==> src/rtl/stream_packer_if.sv <==
// Handshake bundle for stream_packer: narrow input stream and wide packed output stream.
// slave is the packer's view; master is the view of whoever drives it.
interface stream_packer_if #(
    parameter int unsigned WIDTH = 8,
    parameter int unsigned RATIO = 4
);
    logic [WIDTH-1:0]       in_data;
    logic                   in_last;
    logic                   in_valid;
    logic                   in_ready;
    logic [WIDTH*RATIO-1:0] out_data;
    logic [RATIO-1:0]       out_keep;
    logic                   out_last;
    logic                   out_valid;
    logic                   out_ready;

    modport master (
        output in_data, in_last, in_valid, out_ready,
        input  in_ready, out_data, out_keep, out_last, out_valid
    );

    modport slave (
        input  in_data, in_last, in_valid, out_ready,
        output in_ready, out_data, out_keep, out_last, out_valid
    );
endinterface

==> src/rtl/stream_packer.sv <==
// Width upsizer: packs RATIO narrow words into one wide word with keep mask and last marker.
// Optional idle-flush of partial words is enabled by defining STREAM_PACKER_TIMEOUT_EN.
module stream_packer #(
    parameter int unsigned WIDTH   = 8,
    parameter int unsigned RATIO   = 4,
    parameter int unsigned TIMEOUT = 16
) (
    input logic           clk,
    input logic           rst,
    stream_packer_if.slave bus
);
    localparam int unsigned IdxW = $clog2(RATIO);
    localparam int unsigned OutW = WIDTH * RATIO;

    if (RATIO < 2 || TIMEOUT < 1) begin : g_bad_params
        $error("stream_packer: RATIO must be >= 2 and TIMEOUT >= 1");
    end

    typedef enum logic [0:0] {StFill, StHold} state_e;

    state_e           state_q;
    logic [IdxW-1:0]  idx_q;
    logic [OutW-1:0]  data_q;
    logic [RATIO-1:0] keep_q;
    logic             last_q;
    logic             valid_q;

    logic in_xfer;
    logic out_xfer;
    logic lane_end;
    logic timeout_hit;

    assign bus.in_ready  = (state_q == StFill) || bus.out_ready;
    assign in_xfer       = bus.in_valid && bus.in_ready;
    assign out_xfer      = valid_q && bus.out_ready;
    assign lane_end      = (idx_q == IdxW'(RATIO - 1)) || bus.in_last;

    assign bus.out_data  = data_q;
    assign bus.out_keep  = keep_q;
    assign bus.out_last  = last_q;
    assign bus.out_valid = valid_q;

`ifdef STREAM_PACKER_TIMEOUT_EN
    localparam int unsigned CntW = $clog2(TIMEOUT + 1);
    logic [CntW-1:0] cnt_q;

    // Flush fires on the idle cycle that takes the counter to TIMEOUT.
    assign timeout_hit = (state_q == StFill) && !in_xfer && (idx_q != '0) &&
                         (cnt_q == CntW'(TIMEOUT - 1));

    always_ff @(posedge clk or posedge rst) begin
        if (rst) begin
            cnt_q <= '0;
        end else if (state_q != StFill || in_xfer || timeout_hit) begin
            cnt_q <= '0;
        end else if (idx_q != '0) begin
            cnt_q <= cnt_q + CntW'(1);
        end
    end
`else
    assign timeout_hit = 1'b0;
`endif

    always_ff @(posedge clk or posedge rst) begin
        if (rst) begin
            state_q <= StFill;
            idx_q   <= '0;
            data_q  <= '0;
            keep_q  <= '0;
            last_q  <= 1'b0;
            valid_q <= 1'b0;
        end else begin
            unique case (state_q)
                StFill: begin
                    if (in_xfer) begin
                        data_q[idx_q*WIDTH +: WIDTH] <= bus.in_data;
                        keep_q[idx_q]                <= 1'b1;
                        if (lane_end) begin
                            last_q  <= bus.in_last;
                            idx_q   <= '0;
                            valid_q <= 1'b1;
                            state_q <= StHold;
                        end else begin
                            idx_q <= idx_q + IdxW'(1);
                        end
                    end else if (timeout_hit) begin
                        last_q  <= 1'b0;
                        idx_q   <= '0;
                        valid_q <= 1'b1;
                        state_q <= StHold;
                    end
                end
                StHold: begin
                    if (out_xfer) begin
                        if (in_xfer) begin
                            // Word accepted while the held word leaves starts a fresh lane 0.
                            data_q <= OutW'(bus.in_data);
                            keep_q <= RATIO'(1);
                            if (bus.in_last) begin
                                last_q <= 1'b1;
                            end else begin
                                last_q  <= 1'b0;
                                valid_q <= 1'b0;
                                idx_q   <= IdxW'(1);
                                state_q <= StFill;
                            end
                        end else begin
                            data_q  <= '0;
                            keep_q  <= '0;
                            last_q  <= 1'b0;
                            valid_q <= 1'b0;
                            state_q <= StFill;
                        end
                    end
                end
                default: state_q <= StFill;
            endcase
        end
    end
endmodule

==> src/flat_wrapper.sv <==
// flat-port wrapper written by rule: the top's interface ports become plain ports
module stream_packer_flat 
#(
    parameter int unsigned WIDTH   = 8,
    parameter int unsigned RATIO   = 4,
    parameter int unsigned TIMEOUT = 16
)
  (clk, rst, bus_in_data, bus_in_last, bus_in_valid, bus_out_ready, bus_in_ready, bus_out_data, bus_out_keep, bus_out_last, bus_out_valid);
  stream_packer_if #(.WIDTH(WIDTH), .RATIO(RATIO)) bus_i ();
  input logic clk;
  input logic rst;
  input wire logic [$bits(bus_i.in_data)-1:0] bus_in_data;
  input wire logic [$bits(bus_i.in_last)-1:0] bus_in_last;
  input wire logic [$bits(bus_i.in_valid)-1:0] bus_in_valid;
  input wire logic [$bits(bus_i.out_ready)-1:0] bus_out_ready;
  output wire logic [$bits(bus_i.in_ready)-1:0] bus_in_ready;
  output wire logic [$bits(bus_i.out_data)-1:0] bus_out_data;
  output wire logic [$bits(bus_i.out_keep)-1:0] bus_out_keep;
  output wire logic [$bits(bus_i.out_last)-1:0] bus_out_last;
  output wire logic [$bits(bus_i.out_valid)-1:0] bus_out_valid;
  assign bus_i.in_data = bus_in_data;
  assign bus_i.in_last = bus_in_last;
  assign bus_i.in_valid = bus_in_valid;
  assign bus_i.out_ready = bus_out_ready;
  assign bus_in_ready = bus_i.in_ready;
  assign bus_out_data = bus_i.out_data;
  assign bus_out_keep = bus_i.out_keep;
  assign bus_out_last = bus_i.out_last;
  assign bus_out_valid = bus_i.out_valid;
  stream_packer #(.WIDTH(WIDTH), .RATIO(RATIO), .TIMEOUT(TIMEOUT)) u_core (.clk(clk), .rst(rst), .bus(bus_i));
endmodule
==> config.mk <==
export PLATFORM = sky130hd
export DESIGN_NAME = stream_packer_flat
export DESIGN_NICKNAME = d
export VERILOG_FILES = /design/src/rtl/stream_packer_if.sv /design/src/rtl/stream_packer.sv /design/src/flat_wrapper.sv
export SDC_FILE = /design/constraint.sdc
export NUM_CORES = 1
export LEC_CHECK = 0
export CAP_MARGIN = 20
export CORE_MARGIN = 3
export CORE_UTILIZATION = 51
export DETAILED_ROUTE_END_ITERATION = 6
export PLACE_DENSITY = 0.95
export SLEW_MARGIN = 20
export SYNTH_ARGS = -nofsm -noshare
export SYNTH_HDL_FRONTEND = slang
export SYNTH_SLANG_ARGS = --single-unit
export TNS_END_PERCENT = 100
==> constraint.sdc <==
create_clock -name clk -period 4.3 [get_ports clk]
set_clock_uncertainty 0.2 [all_clocks]
set_input_delay 0.645 -clock clk [delete_from_list [all_inputs] [get_ports clk]]
set_output_delay 0.645 -clock clk [all_outputs]
set_load 0.03 [all_outputs]
# Yosys cells after proc, flatten, opt, wreduce, memory -nomap -nowiden
# Index checks and enable logic that the tools add are counted.
# totals
reg_bits,41
out_inout_bits,39
# op_classes
n_addsub,2
magnitude_cmp,2
n_eq_ne,7
shift,2
muxes,33
bitwise_logic,2
reduce_logical,9
# op_table
op,count
$mux 32,2
$pmux 32 s2,1
$neg 5->34,1
$shift 8x34->32 const A,1
$shiftx 8x34->32,1
$bwmux 32,1
$mux 1,15
$mux 2,5
$mux 4,2
$mux 8,1
$pmux 4 s2,1
$reduce_and 4->1,2
$ne 2x2->1 const B,3
$pmux 1 s2,3
$ne 2x1->1 const B,2
$or 4x4->4,1
$pmux 2 s2,1
$logic_and 1x1->1,3
$lt 2x3->1 const B,1
$ne 3x3->1 const B,1
$reduce_and 3->1,1
$add 2x1->2 const B,1
$demux 1 s2,1
$eq 2x2->1 const B,1
4 further kinds,5

# Longest topological paths before layout
# logic_depth
ltp_word,7
ltp_mapped,6
mapped_depth_nobuf,5

# Worst setup path before layout
# OpenSTA, ideal clock, no wires.
# synth_path
path_type,register -> register
start,register u_core.idx_q[0]
end,"register u_core.data_q[0], in the netlist u_core.bus.out_data[0]"
setup_ns,0.078
t_arrival_ns,1.534
t_required_ns,4.022
path_slack_ns,2.488
path_stages_with_launch,6
n_path_buf,0
period_less_slack_ns,1.812
cell_sequence,dfrtp_1 inv_1 ha_1 nor4b_1 a21oi_2 o2bb2ai_1
# synth_via
elab_chain_len,5
word_cells_on_any_way,6
# synth_lines
element,line,rtl
from (decl),stream_packer.sv:22,logic [IdxW-1:0] idx_q;
from (signal assigned),stream_packer.sv:84,idx_q <= idx_q + IdxW'(1);
from (signal assigned),stream_packer.sv:104,idx_q <= IdxW'(1);
$neg 5->34 *,stream_packer.sv:76,data_q[idx_q*WIDTH +: WIDTH] <= bus.in_data;
$shiftx 8x34->32 / $shift 8x34->32 (equally long branches),stream_packer.sv:76,
$bwmux 32 *,stream_packer.sv:76,
$mux 32 *,stream_packer.sv:75,if (in_xfer) begin
$pmux 32 s2 *,stream_packer.sv:73,unique case (state_q)
"to (signal, indexed assignment)",stream_packer.sv:76,
to (signal assigned),stream_packer.sv:97,data_q <= OutW'(bus.in_data);
to (decl),stream_packer.sv:23,logic [OutW-1:0] data_q;
# Mark *: on every way between the ends. The rest lies on a longest branch, timed or not. The select of a mux whose other input is x is not followed.
# A chain may end at the register's enable or synchronous reset.

# Worst setup path in the final report
# layout_path
start,input port bus_out_ready
end,output port bus_in_ready
# layout_via
elab_chain_len,1
# layout_lines
element,line,rtl
from (decl),flat_wrapper.sv:15,input wire logic [$bits(bus_i.out_ready)-1:0] bus_out_ready;
$logic_or 1x1->1,stream_packer.sv:33,assign bus.in_ready = (state_q == StFill) || bus.out_ready;
to (decl),flat_wrapper.sv:16,output wire logic [$bits(bus_i.in_ready)-1:0] bus_in_ready;
# No other way between the ends.

==> results.txt <==
Reg2reg setup slack - 2.10 ns
Starting DRT DRC Count - 91
Busiest layer in global routing - met2
Non-filler cells in the finished layout - 246
Synth-to-layout area growth - 33.22%
Adder-Cell Fraction of Synth Area - 0.05457
Post-CTS resize count - 0
Rows - 21
Largest area contributor in the netlist - dfrtp_1
DR pass1 iterations - 4
DP HPWL - 3212 µm
Worst-path fanout max - 7
WP data required - 3.45 ns
Post-CTS setup buffer count - 0
Met3 Track Usage GR - 0.05442
Largest net degree at the start of global routing - 25
Cell area after synthesis - 0.001834 mm²
Die Wd - 65.97 µm
Register bit total from synthesis - 41
Internal power - 0.8310 mW
Placeable Area - 0.003390 mm²
Chip height - 65.97 µm
Input/output buffers - 51
Pwr Density - 572.0 mW/mm²
Yosys cell types - 28
Synth Area in Compound Gates - 0.2844
Initial antenna violation count - 0
Top cell type's share of synthesized area - 0.5593
# nets final - 221
CTS tree - yes
Post-route ant nets - 0
Ant. Diodes - 0
Global-route wire length before repair - 7065 µm
Net Sw Power - 0.5668 mW
Syn Nets - 168
Via density - 5.634
WL final - 4231 µm
Final Cycle Share - 0.6671
Setup TNS - 0 ns
Synthesized netlist cell count - 147
Comb power frac - 0.441
Max Clk Rate - 0.3486 GHz
Root buf cell - clkbuf_4
Via count - 1386
DRC - 0
Hold endpoint - u_core.bus.out_data[7]
RR Startpoint - u_core.state_q
Final setup violation count - 0
Clk slew on worst S/H paths - 0.12 ns
Slew Limit Headroom - 0.3976
Commonest cells after routing, fill and taps aside - clkdlybuf4s50_1, dfrtp_1, a22o_1
Yosys warning total - 0
Post-Syn Area per Cell - 12.48 µm²
Final design utilization - 0.7209
Least-Margin Pin Slew - 0.9027 ns
Unrepaired setup endpoints after global routing - no
M1 GR Usage - 0.2623
Largest family of logic cells by synthesized area - compound AO/OA/AOI/OAI gates
Maxcap violations - 0
RePlAce Congestion - 0.8335
Commonest non-fill, non-tap cell in the layout - clkdlybuf4s50_1
Worst r2r path cells - 3
Status - finished clean
Longest Clk Path Bufs - 2
Initial core utilization - 0.5412
Launching element type of the critical path - input pin
Clk sinks - 41
Hold_buf cts - 0
Pleak - 1.139 nW
Total gr overflow - 0
Sequential fraction of the synthesis area - 0.5593
Hold Fails Final Rpt - 0
Worst hold margin - 0.3066 ns
Synthesized-area fraction occupied by and/or/nand/nor cells - 0.06821
Hold depth - 1
CTS H-tree depth - 2
Placed insts - 239
Xor and xnor area share after synthesis - 0
Kind of critical path - in -> out
Overall routing resource usage - 0.2179
Max Slew Vio Count - 0
Mux contribution to synthesized area - 0
Crit path capture type - primary output
HP Class - reg -> reg
Ports - 52
Clk Latency, worst-skew pair - 0.35 ns
Per-cell routed wire length - 17.20 µm
Global routing usage on met2 - 0.3742
Ratio of cells with drive above 1 in the final layout - 0.08500
Min-delay src - u_core.bus.out_data[7]
Num CTS Buffers - 5
Period minus WS final - 2.868 ns
Power share of the clock group - 0.169
Crit Reg-Reg Endpoint - u_core.bus.out_data[21]
Full die area - 0.004352 mm²
Vias in the first global route - 1455
Reg power frac - 0.390
Switching part of the total - 0.4055
Ranking of synthesized cells by area - dfrtp_1, a22o_1, ha_1
Worst EP arrival - 2.02 ns
VDD IR max - 0.3856 mV
## Yosys cell counts
| cell type | instances |
|---|---|
| buf_6 | 1 |
| a21boi_0 | 2 |
| o2111a_4 | 3 |
| dfrtp_1 | 41 |
| nand2b_1 | 1 |
| nor4b_1 | 1 |
| a21oi_1 | 4 |
| nor2_4 | 1 |
| nand2_1 | 3 |
| buf_4 | 1 |
| a22o_1 | 26 |
| inv_1 | 6 |
| buf_2 | 4 |
| nand3_1 | 1 |
| ha_1 | 8 |
| a21oi_2 | 4 |
| a21o_1 | 1 |
| o21ai_1 | 8 |
| nor2b_1 | 3 |
| nand3b_1 | 1 |
| and3_1 | 2 |
| o2bb2ai_1 | 8 |
| a31o_2 | 1 |
| o31ai_1 | 1 |
| nand4b_1 | 1 |
| o21ai_0 | 6 |
| and3b_1 | 1 |
| nor2_1 | 7 |
## kinds of logic after synthesis
group,count (synthesis)
adders and majority gates,8
DFF,41
AOI/OAI and AO/OA,64
and+or+nand+nor,22
buffers and inverters,12
## worst max-delay path, stage by stage
cell and delay, ns:
clkdlybuf4s50_1 0.57, nand2b_1 0.14, clkdlybuf4s50_1 0.68
## flip-flops by register name (all words and copies together) (netlist names)
signal and flops:
u_core.bus.out_keep 4, u_core.bus.out_data 32, u_core.bus.out_valid 1, u_core.state_q 1, u_core.bus.out_last 1, u_core.idx_q 2
## layer usage
| metal | vias to the layer above | wire, µm |
|---|---|---|
| li1 | 662 | - |
| met1 | 661 | 1790 |
| met2 | 54 | 2075 |
| met3 | 9 | 276 |
| met4 | 0 | 89 |
| met5 | - | 0 |
## worst max path at each step
stage | startpoint | endpoint | slack, ns | cells after the start
finish | bus_out_ready | bus_in_ready | 1.43 | 3
global route | bus_out_ready | bus_in_ready | 1.40 | 3
CTS | bus_out_ready | bus_in_ready | 1.43 | 3
detailed placement | bus_in_valid | u_core.bus.out_data[24] | 1.35 | 4
global placement | bus_out_ready | bus_in_ready | 1.45 | 3
floorplan | u_core.idx_q[0] | u_core.bus.out_data[0] | 2.49 | 5
## metrics by stage
step                area, µm²  setup WS [ns]  power, mW
floorplan                1834          2.488     0.9459
global placement         2371          1.454      1.142
detailed placement       2371          1.354      1.167
CTS                      2444          1.435      1.407
global route             2444          1.397      1.488
finish                   2444          1.432      1.398
## layout make-up
cell class              count  area, µm²
clock buffers               5      37.54
clock inverters             2      35.03
fillers                   217      945.9
inverters                   6      22.52
multi-input cells          94      747.0
flip-flops and latches     41       1026
well taps                  46      57.56
repair buffers             52      518.0
## power groups by stage
stage                     clock network (mW)  registers [mW]  logic [mW]
after floorplan                            0           0.666       0.280
after global placement                     0           0.544       0.598
after detailed placement                   0           0.551       0.615
after CTS                              0.244           0.544       0.618
after global routing                   0.262           0.558       0.669
final                                  0.237           0.545       0.616
No activity file was read; power rests on OpenSTA's default activity.
